$ cat config.mk
export PLATFORM = sky130hd
export DESIGN_NAME = fc_seq_layer
export DESIGN_NICKNAME = d
export VERILOG_FILES = /design/src/rtl/fc_pkg.sv /design/src/rtl/fc_dot_lanes.sv /design/src/rtl/fc_seq_layer.sv
export SDC_FILE = /design/constraint.sdc
export NUM_CORES = 2
export LEC_CHECK = 0
export CELL_PAD_IN_SITES_DETAIL_PLACEMENT = 2
export CELL_PAD_IN_SITES_GLOBAL_PLACEMENT = 2
export CORE_MARGIN = 4
export CORE_UTILIZATION = 35
export DETAILED_ROUTE_END_ITERATION = 16
export PLACE_DENSITY = 0.67
export SYNTH_ARGS = -nofsm -noshare
export SYNTH_HDL_FRONTEND = slang
export SYNTH_SLANG_ARGS = --single-unit
$ cat constraint.sdc
create_clock -name clk -period 8.9 [get_ports clk]
set_input_delay 1.78 -clock clk [delete_from_list [all_inputs] [get_ports clk]]
set_output_delay 1.78 -clock clk [all_outputs]
set_load 0.02 [all_outputs]
$ cat src/rtl/fc_pkg.sv
// Shared types and width helpers for the sequential fully-connected layer.
package fc_pkg;

    typedef enum logic [2:0] {
        IDLE,
        LOAD,
        COMPUTE,
        FLUSH,
        EMIT
    } fc_state_t;

    // Accumulator width that holds IN full-scale signed products without overflow.
    function automatic int fc_acc_w(input int width, input int in_len);
        return 2 * width + $clog2(in_len);
    endfunction

endpackage

$ cat src/rtl/fc_dot_lanes.sv
// Combinational signed dot product of one beat: LANES input elements times LANES weights.
module fc_dot_lanes #(
    parameter int WIDTH = 8,
    parameter int LANES = 4,
    localparam int DOT_W = 2 * WIDTH + $clog2(LANES)
) (
    input  logic [LANES*WIDTH-1:0] x,
    input  logic [LANES*WIDTH-1:0] w,
    output logic signed [DOT_W-1:0] dot
);

    logic signed [2*WIDTH-1:0] prod;

    always_comb begin
        dot  = '0;
        prod = '0;
        for (int k = 0; k < LANES; k++) begin
            prod = $signed(x[k*WIDTH +: WIDTH]) * $signed(w[k*WIDTH +: WIDTH]);
            dot  = dot + DOT_W'(prod);
        end
    end

endmodule

$ cat src/rtl/fc_seq_layer.sv
// Sequential fully-connected layer with ReLU: buffers one input vector, then emits one neuron per handshake.
// Optional macro FC_BIAS_EN adds the b_data port and initialises each neuron's accumulator with its bias.
module fc_seq_layer
    import fc_pkg::*;
#(
    parameter int WIDTH = 8,
    parameter int IN    = 128,
    parameter int OUT   = 10,
    parameter int LANES = 4,
    localparam int BEATS = IN / LANES,
`ifdef FC_BIAS_EN
    localparam int ACC_W = fc_acc_w(WIDTH, IN) + 1,
`else
    localparam int ACC_W = fc_acc_w(WIDTH, IN),
`endif
    localparam int AW = (OUT * BEATS > 1) ? $clog2(OUT * BEATS) : 1,
    localparam int IW = (OUT > 1) ? $clog2(OUT) : 1
) (
    input  logic                   clk,
    input  logic                   rst_n,
    input  logic [LANES*WIDTH-1:0] x_data,
    input  logic                   x_valid,
    output logic                   x_ready,
    output logic [AW-1:0]          w_addr,
    input  logic [LANES*WIDTH-1:0] w_data,
`ifdef FC_BIAS_EN
    input  logic [2*WIDTH-1:0]     b_data,
`endif
    output logic [ACC_W-1:0]       z,
    output logic [IW-1:0]          z_idx,
    output logic                   z_valid,
    input  logic                   z_ready,
    output logic                   busy
);

    localparam int BW    = (BEATS > 1) ? $clog2(BEATS) : 1;
    localparam int DOT_W = 2 * WIDTH + $clog2(LANES);
    localparam logic [BW-1:0] LAST_BEAT = BW'(BEATS - 1);
    localparam logic [IW-1:0] LAST_N    = IW'(OUT - 1);

    function automatic logic [ACC_W-1:0] relu(input logic signed [ACC_W-1:0] a);
        return a[ACC_W-1] ? '0 : a;
    endfunction

    fc_state_t state, state_nx;

    logic [BW-1:0]          lbeat;
    logic [BW-1:0]          beat;
    logic [IW-1:0]          neuron;
    logic [LANES*WIDTH-1:0] xbuf [BEATS];
    logic                   x_fire;
    logic                   z_fire;

    logic                    vld_p1;
    logic                    first_p1;
    logic [BW-1:0]           beat_p1;
    logic signed [DOT_W-1:0] dot_p1;
    logic signed [ACC_W-1:0] acc;
    logic signed [ACC_W-1:0] acc_init;

    always_ff @(posedge clk) begin
        if (!rst_n) state <= IDLE;
        else        state <= state_nx;
    end

    always_comb begin
        state_nx = state;
        x_ready  = 1'b0;
        z_valid  = 1'b0;
        busy     = (state != IDLE);
        case (state)
            IDLE: begin
                x_ready = rst_n;
                if (x_valid) state_nx = (BEATS == 1) ? COMPUTE : LOAD;
            end
            LOAD: begin
                x_ready = rst_n;
                if (x_valid && lbeat == LAST_BEAT) state_nx = COMPUTE;
            end
            COMPUTE: begin
                if (beat == LAST_BEAT) state_nx = FLUSH;
            end
            FLUSH: state_nx = EMIT;
            EMIT: begin
                z_valid = 1'b1;
                if (z_ready) state_nx = (neuron == LAST_N) ? IDLE : COMPUTE;
            end
            default: state_nx = IDLE;
        endcase
    end

    assign x_fire = x_valid & x_ready;
    assign z_fire = z_valid & z_ready;
    assign w_addr = AW'(int'(neuron) * BEATS + int'(beat));
    assign z      = relu(acc);
    assign z_idx  = neuron;

`ifdef FC_BIAS_EN
    assign acc_init = ACC_W'($signed(b_data));
`else
    assign acc_init = '0;
`endif

    always_ff @(posedge clk) begin
        if (x_fire) xbuf[lbeat] <= x_data;
    end

    // p0: address issue; the weight for beat_p0 returns one cycle later as stage p1
    always_ff @(posedge clk) begin
        if (!rst_n) begin
            lbeat    <= '0;
            beat     <= '0;
            neuron   <= '0;
            vld_p1   <= 1'b0;
            first_p1 <= 1'b0;
            acc      <= '0;
        end else begin
            if (x_fire) lbeat <= (lbeat == LAST_BEAT) ? '0 : lbeat + 1'b1;
            if (state == COMPUTE) beat <= (beat == LAST_BEAT) ? '0 : beat + 1'b1;
            if (z_fire) neuron <= (neuron == LAST_N) ? '0 : neuron + 1'b1;
            vld_p1   <= (state == COMPUTE);
            first_p1 <= (state == COMPUTE) && (beat == '0);
            if (vld_p1) acc <= (first_p1 ? acc_init : acc) + ACC_W'(dot_p1);
        end
    end

    always_ff @(posedge clk) begin
        beat_p1 <= beat;
    end

    // p1: weight data present, multiply against the buffered beat and accumulate
    fc_dot_lanes #(
        .WIDTH(WIDTH),
        .LANES(LANES)
    ) u_dot (
        .x   (xbuf[beat_p1]),
        .w   (w_data),
        .dot (dot_p1)
    );

endmodule

* Yosys cells after proc, flatten, opt, wreduce, memory -nomap -nowiden *
Memories as Yosys holds them, arrays and structs flattened. A register that Yosys moved wholly into a read port is not among the register bits.
Index checks and enable logic that the tools add are counted.

word-level totals
  bits in registers = 42
  word-level logic and storage cells = 55
  bits of input ports = 68
  memory bits (writable) = 1024
  output and inout bits = 39
  memories kept = 1

cells by class
  reduce and logical (&&, ||, !) cells = 7
  mux-type cells = 15
  $mul = 4
  bitwise logic cells = 2
  add/sub/neg operators = 8
  equality and inequality tests = 11

memory list
  name  words  bits a word  rd ports  clocked after Yosys merged registers in  write ports  line                text
  xbuf  32     32           1         1                                        1            fc_seq_layer.sv:50  logic [LANES*WIDTH-1:0] xbuf [BEATS];

operators with widths
  operator                                             count
  multiplier 8 x 8 -> 16 bit                           4
  adder 23 x 18 -> 23 bit                              1
  two-way mux 23 bit                                   1
  two-way mux 22 bit                                   1
  adder 17 x 16 -> 18 bit                              1
  adder 18 x 16 -> 18 bit                              1
  adder 16 x 16 -> 17 bit                              1
  case mux 3 bit (5 select lines)                      1
  two-way mux 3 bit                                    4
  adder 5 x 1 -> 5 bit, second input constant          2
  equality test 5 bit, second input constant           2
  two-way mux 5 bit                                    2
  adder 9 x 5 -> 9 bit                                 1
  equality test 3 x 2 -> 1 bit, second input constant  2
  != test 2 bit, second input constant                 3
  logical NOT 5 bit                                    1
  adder 4 x 1 -> 4 bit, second input constant          1
  equality test 4 bit, second input constant           1
  two-way mux 1 bit                                    4
  two-way mux 4 bit                                    1
  AND reduction 4 bit                                  1
  equality test 3 x 1 -> 1 bit, second input constant  1
  equality test 3 bit, second input constant           1
  logical NOT 3 bit                                    1
  other kinds (6)                                      8

* Depth between registers and ports, before layout *
  depth in word-level cells = 6
  depth in mapped cells = 31

* By module *
A second synthesis with hierarchy kept.

second synthesis, totals
  cells, all modules = 3020
  area, all modules = 53100.9 sq um

by module, submodules not included
  module        instances  sequential area each (sq um)  area an instance (sq um)  cells each
  fc_seq_layer  1          31690.4                       42225.5                   1913
  fc_dot_lanes  1          0.0                           10875.4                   1107

* Worst setup path before layout *
Ideal clock, no wire load.

  kind = register to register
  from = register with a tool-made name
  to = register acc[19]
  slack = -0.202 ns
  setup time = 0.106 ns
  arrival = 8.996 ns
  stages on the path, launching flop included = 29
  path buffers = 2
  required time = 8.794 ns
  path through = dfxtp_1 -> clkbuf_1 -> buf_1 -> mux4_2 -> mux4_2 -> mux2i_2 -> nand2b_1 -> inv_1 -> fa_1 -> inv_1 -> fa_1 -> inv_1 -> fa_1 -> inv_1 -> fa_1 -> inv_1 -> fa_1 -> fa_1 -> fa_1 -> fa_1 -> ha_1 -> o21ai_0 -> o21ai_0 -> nand2_1 -> o31ai_1 -> a2111oi_0 -> nor4_1 -> mux2_2 -> o311ai_0

RTL lines
  what                  line                 text
  end signal, assigned  fc_seq_layer.sv:123  if (vld_p1) acc <= (first_p1 ? acc_init : acc) + ACC_W'(dot_p1);
  end, declared         fc_seq_layer.sv:58   logic signed [ACC_W-1:0] acc;

==> metrics.cfg <==
[run_status]
status = finished clean

[placement]
gp_congestion = 0.797
placed_area_um2 = 60200
place_inst = 5390
port_buffers = 105
dp_hpwl_um = 110000

[detailed_routing]
drt_wl_total_um = 170000
drtPass1Iterations = 7
num_vias = 29400
antenna_left = 0
drc_errors = 0
wire_per_inst_um = 30.2
drtIter0Drc = 2500
avgViaCountPerCell = 5.21

[min_path]
whs_path_depth = 0
hp-start = beat[4]$_SDFFE_PN0P_
hold_path.class = flop to flop

[worst_setup_path]
path_max_fanout = 8
end_kind = flop
cp.required_ns = 9.49
critPathKind = flop to flop
cp.arrival_ns = 9.37
reg2reg_to = acc[19]$_SDFFE_PN0P_
worstRegToRegCells = 27
start_kind = flop
timing.reg2reg.setup_slack_ns = 0.12

[cts]
clock_sinks = 1071
clock_latency_ns = 0.75
cts_made_buffers = 111
h-tree-depth = 3
cts_tree = done
cts.hold.buffers_added = 0
clk_pin_slew_ns = 0.06
clock-root-buffer = clkbuf_16
clockBufferDepth = 3

[global_route]
track_usage_pct = 21.4
grt_pass1_wl_um = 249000
antenna_found_initial = 6
grt_max_degree = 38
grt_pass1_vias = 33400
overflow = 0

[final_layout]
fin_area_um2 = 64800
antennaDiodeCount = 0
nNetsFinal = 4086
fin_cells = 5638
drive_gt1_share_pct = 26.9
fill_cells = 14500
syn_to_final_growth_pct = 20.0

[die]
fp-row-count = 143
die_w_um = 401
initial_core_util_pct = 35.4
io_pins = 107
dieArea_um2 = 161000
core_area_um2 = 153000
dieHeight_um = 401

[logic_synthesis]
ys.flop_type = edfxtp_1
synth_area_leaders = edfxtp_1, fa_1, mux4_2, inv_1, ha_1
ys_ff_latch = 1071
ys_seq_area_share_pct = 58.7
yosysTopAreaCell = edfxtp_1
yosys_warnings = 0
yosysUniqueCellTypes = 57
synth_edf_count = 1024
async_flop_share_pct = 0
syn_nets = 3621
synth_top_area_share_pct = 56.9
avgSynthCellArea_um2 = 17.7
netlist_instances = 3052
netlist_area_um2 = 54000

[sta]
final-max-slew-violation-count = 0
finalCritPeriodShare_pct = 98.7
report.final.setup_viol = 0
finalCriticalPeriod_ns = 8.78
rsz0062_at_grt = yes
tightest_slew_ns = 1.31
clock.fmax_mhz = 114
finalSetupTns_ns = 0
hold_violations = 0
skew_ns = 0.0584
relSlewSlack_pct = 12.2

[flow_run]
maxCapViolCount = 0

sequential cells by signal, indices dropped and copies added (netlist names), named ones only:
signal    count
z_idx         4
vld_p1        1
acc          23
lbeat         5
state         3
xbuf       1024
first_p1      1
beat          5
through the flow:
stage / hold slack [ns] / util [%] / worst slack [ns]
6_report: 0.413 / 42.4 / 0.119
5_1_grt: 0.424 / 42.4 / -0.180
4_1_cts: 0.420 / 42.1 / -0.0276
3_5_place_dp: 0.416 / 39.5 / -0.427
3_3_place_gp: 0.420 / 39.5 / -0.318
2_1_floorplan: 0.441 / - / 0.106
cells in the mapped netlist, types with 15 or more instances:
cell type  number
xnor2_1        20
ha_1          115
dfxtp_1        47
nand2_1       110
mux2_2         15
clkbuf_1       53
fa_1          386
mux2i_1        16
mux4_2        320
a21oi_1        30
o21ai_0        16
nor2_1         78
buf_2          18
edfxtp_1     1024
nor2b_1       124
nand2b_1       61
inv_1         435
and2_1         29
worst max-delay path by stage:
stage,from,endpoint,slack [ns],cells after the start
final,flop,acc[19]$_SDFFE_PN0P_,0.12,27
after detailed placement,w_data[3],acc[19]$_SDFFE_PN0P_,-0.43,25
after CTS,flop,acc[19]$_SDFFE_PN0P_,-0.03,33
after global placement,w_data[1],acc[21]$_SDFFE_PN0P_,-0.32,26
after floorplan,flop,acc[19]$_SDFFE_PN0P_,0.11,28
after global routing,flop,acc[21]$_SDFFE_PN0P_,-0.18,31
kinds of logic (layout without fill, tap and decap cells):
group           Yosys count  after routing  synth area share [%]
flops                  1071           1071                  58.7
buf+inv                 537           1093                  3.93
fa+ha+maj               501            501                  17.0
simple gates            458            458                  4.43
mux                     370            370                  14.5
compound gates           85             85                 0.978
xor+xnor                 29             29                 0.470
other cells               1              1               0.00694
critical path, cell delays in order, from the launching register on:
cell       delay [ns]
dfxtp_4          0.42
buf_12           0.19
buf_12           0.13
clkbuf_16        0.16
buf_4            0.12
mux4_2           0.49
mux4_2           0.48
mux2_4           0.36
nand2_1          0.17
fa_2             0.51
buf_4            0.18
fa_1             0.52
buf_4            0.18
fa_1             0.48
inv_1            0.05
fa_1             0.48
fa_1             0.59
fa_1             0.46
fa_1             0.51
fa_1             0.41
ha_1             0.37
nand3_2          0.11
o31ai_4          0.31
a2111oi_2        0.11
buf_4            0.16
nor4_2           0.25
mux2_2           0.36
o311ai_0         0.08
timing repair:
item / in CTS / in global routing
resized for setup: 43 / 91
pin swaps: 6 / 31
setup buffers: 17 / 23
endpoints found under the setup margin: 7 / 8
cloned: 3 / 2
layout make-up:
cell class | count | area [um2] | share of cell area (%)
clock buffers | 136 | 2870 | 4.43
clock inverters | 68 | 662 | 1.02
inverters | 436 | 1640 | 2.53
multi-input cells | 1444 | 20900 | 32.2
flip-flops and latches | 1071 | 31700 | 48.9
well taps | 2030 | 2540 | 3.92
repair buffers | 453 | 4510 | 6.97
cell usage in the layout, fill, tap and decap left out, drive strengths merged, types with 78 or more instances in the layout:
cell,count
fa,386
nor2b,124
clkbuf,138
ha,115
inv,437
nor2,78
mux4,320
clkdlybuf4s50,105
edfxtp,1024
buf,346
nand2,110
layer usage:
layer | GRT usage, % | up-vias | routed length [um]
met5 | 0 | - | 13
met4 | 5.61 | 2 | 4350
met3 | 2.71 | 201 | 7410
met2 | 39.5 | 814 | 92900
met1 | 26.3 | 16300 | 65600
li1 | - | 12000 | -
Power is left out: the tool's default activity adds up to more than one toggle a clock period on the data nets, which glitch-free logic cannot reach.
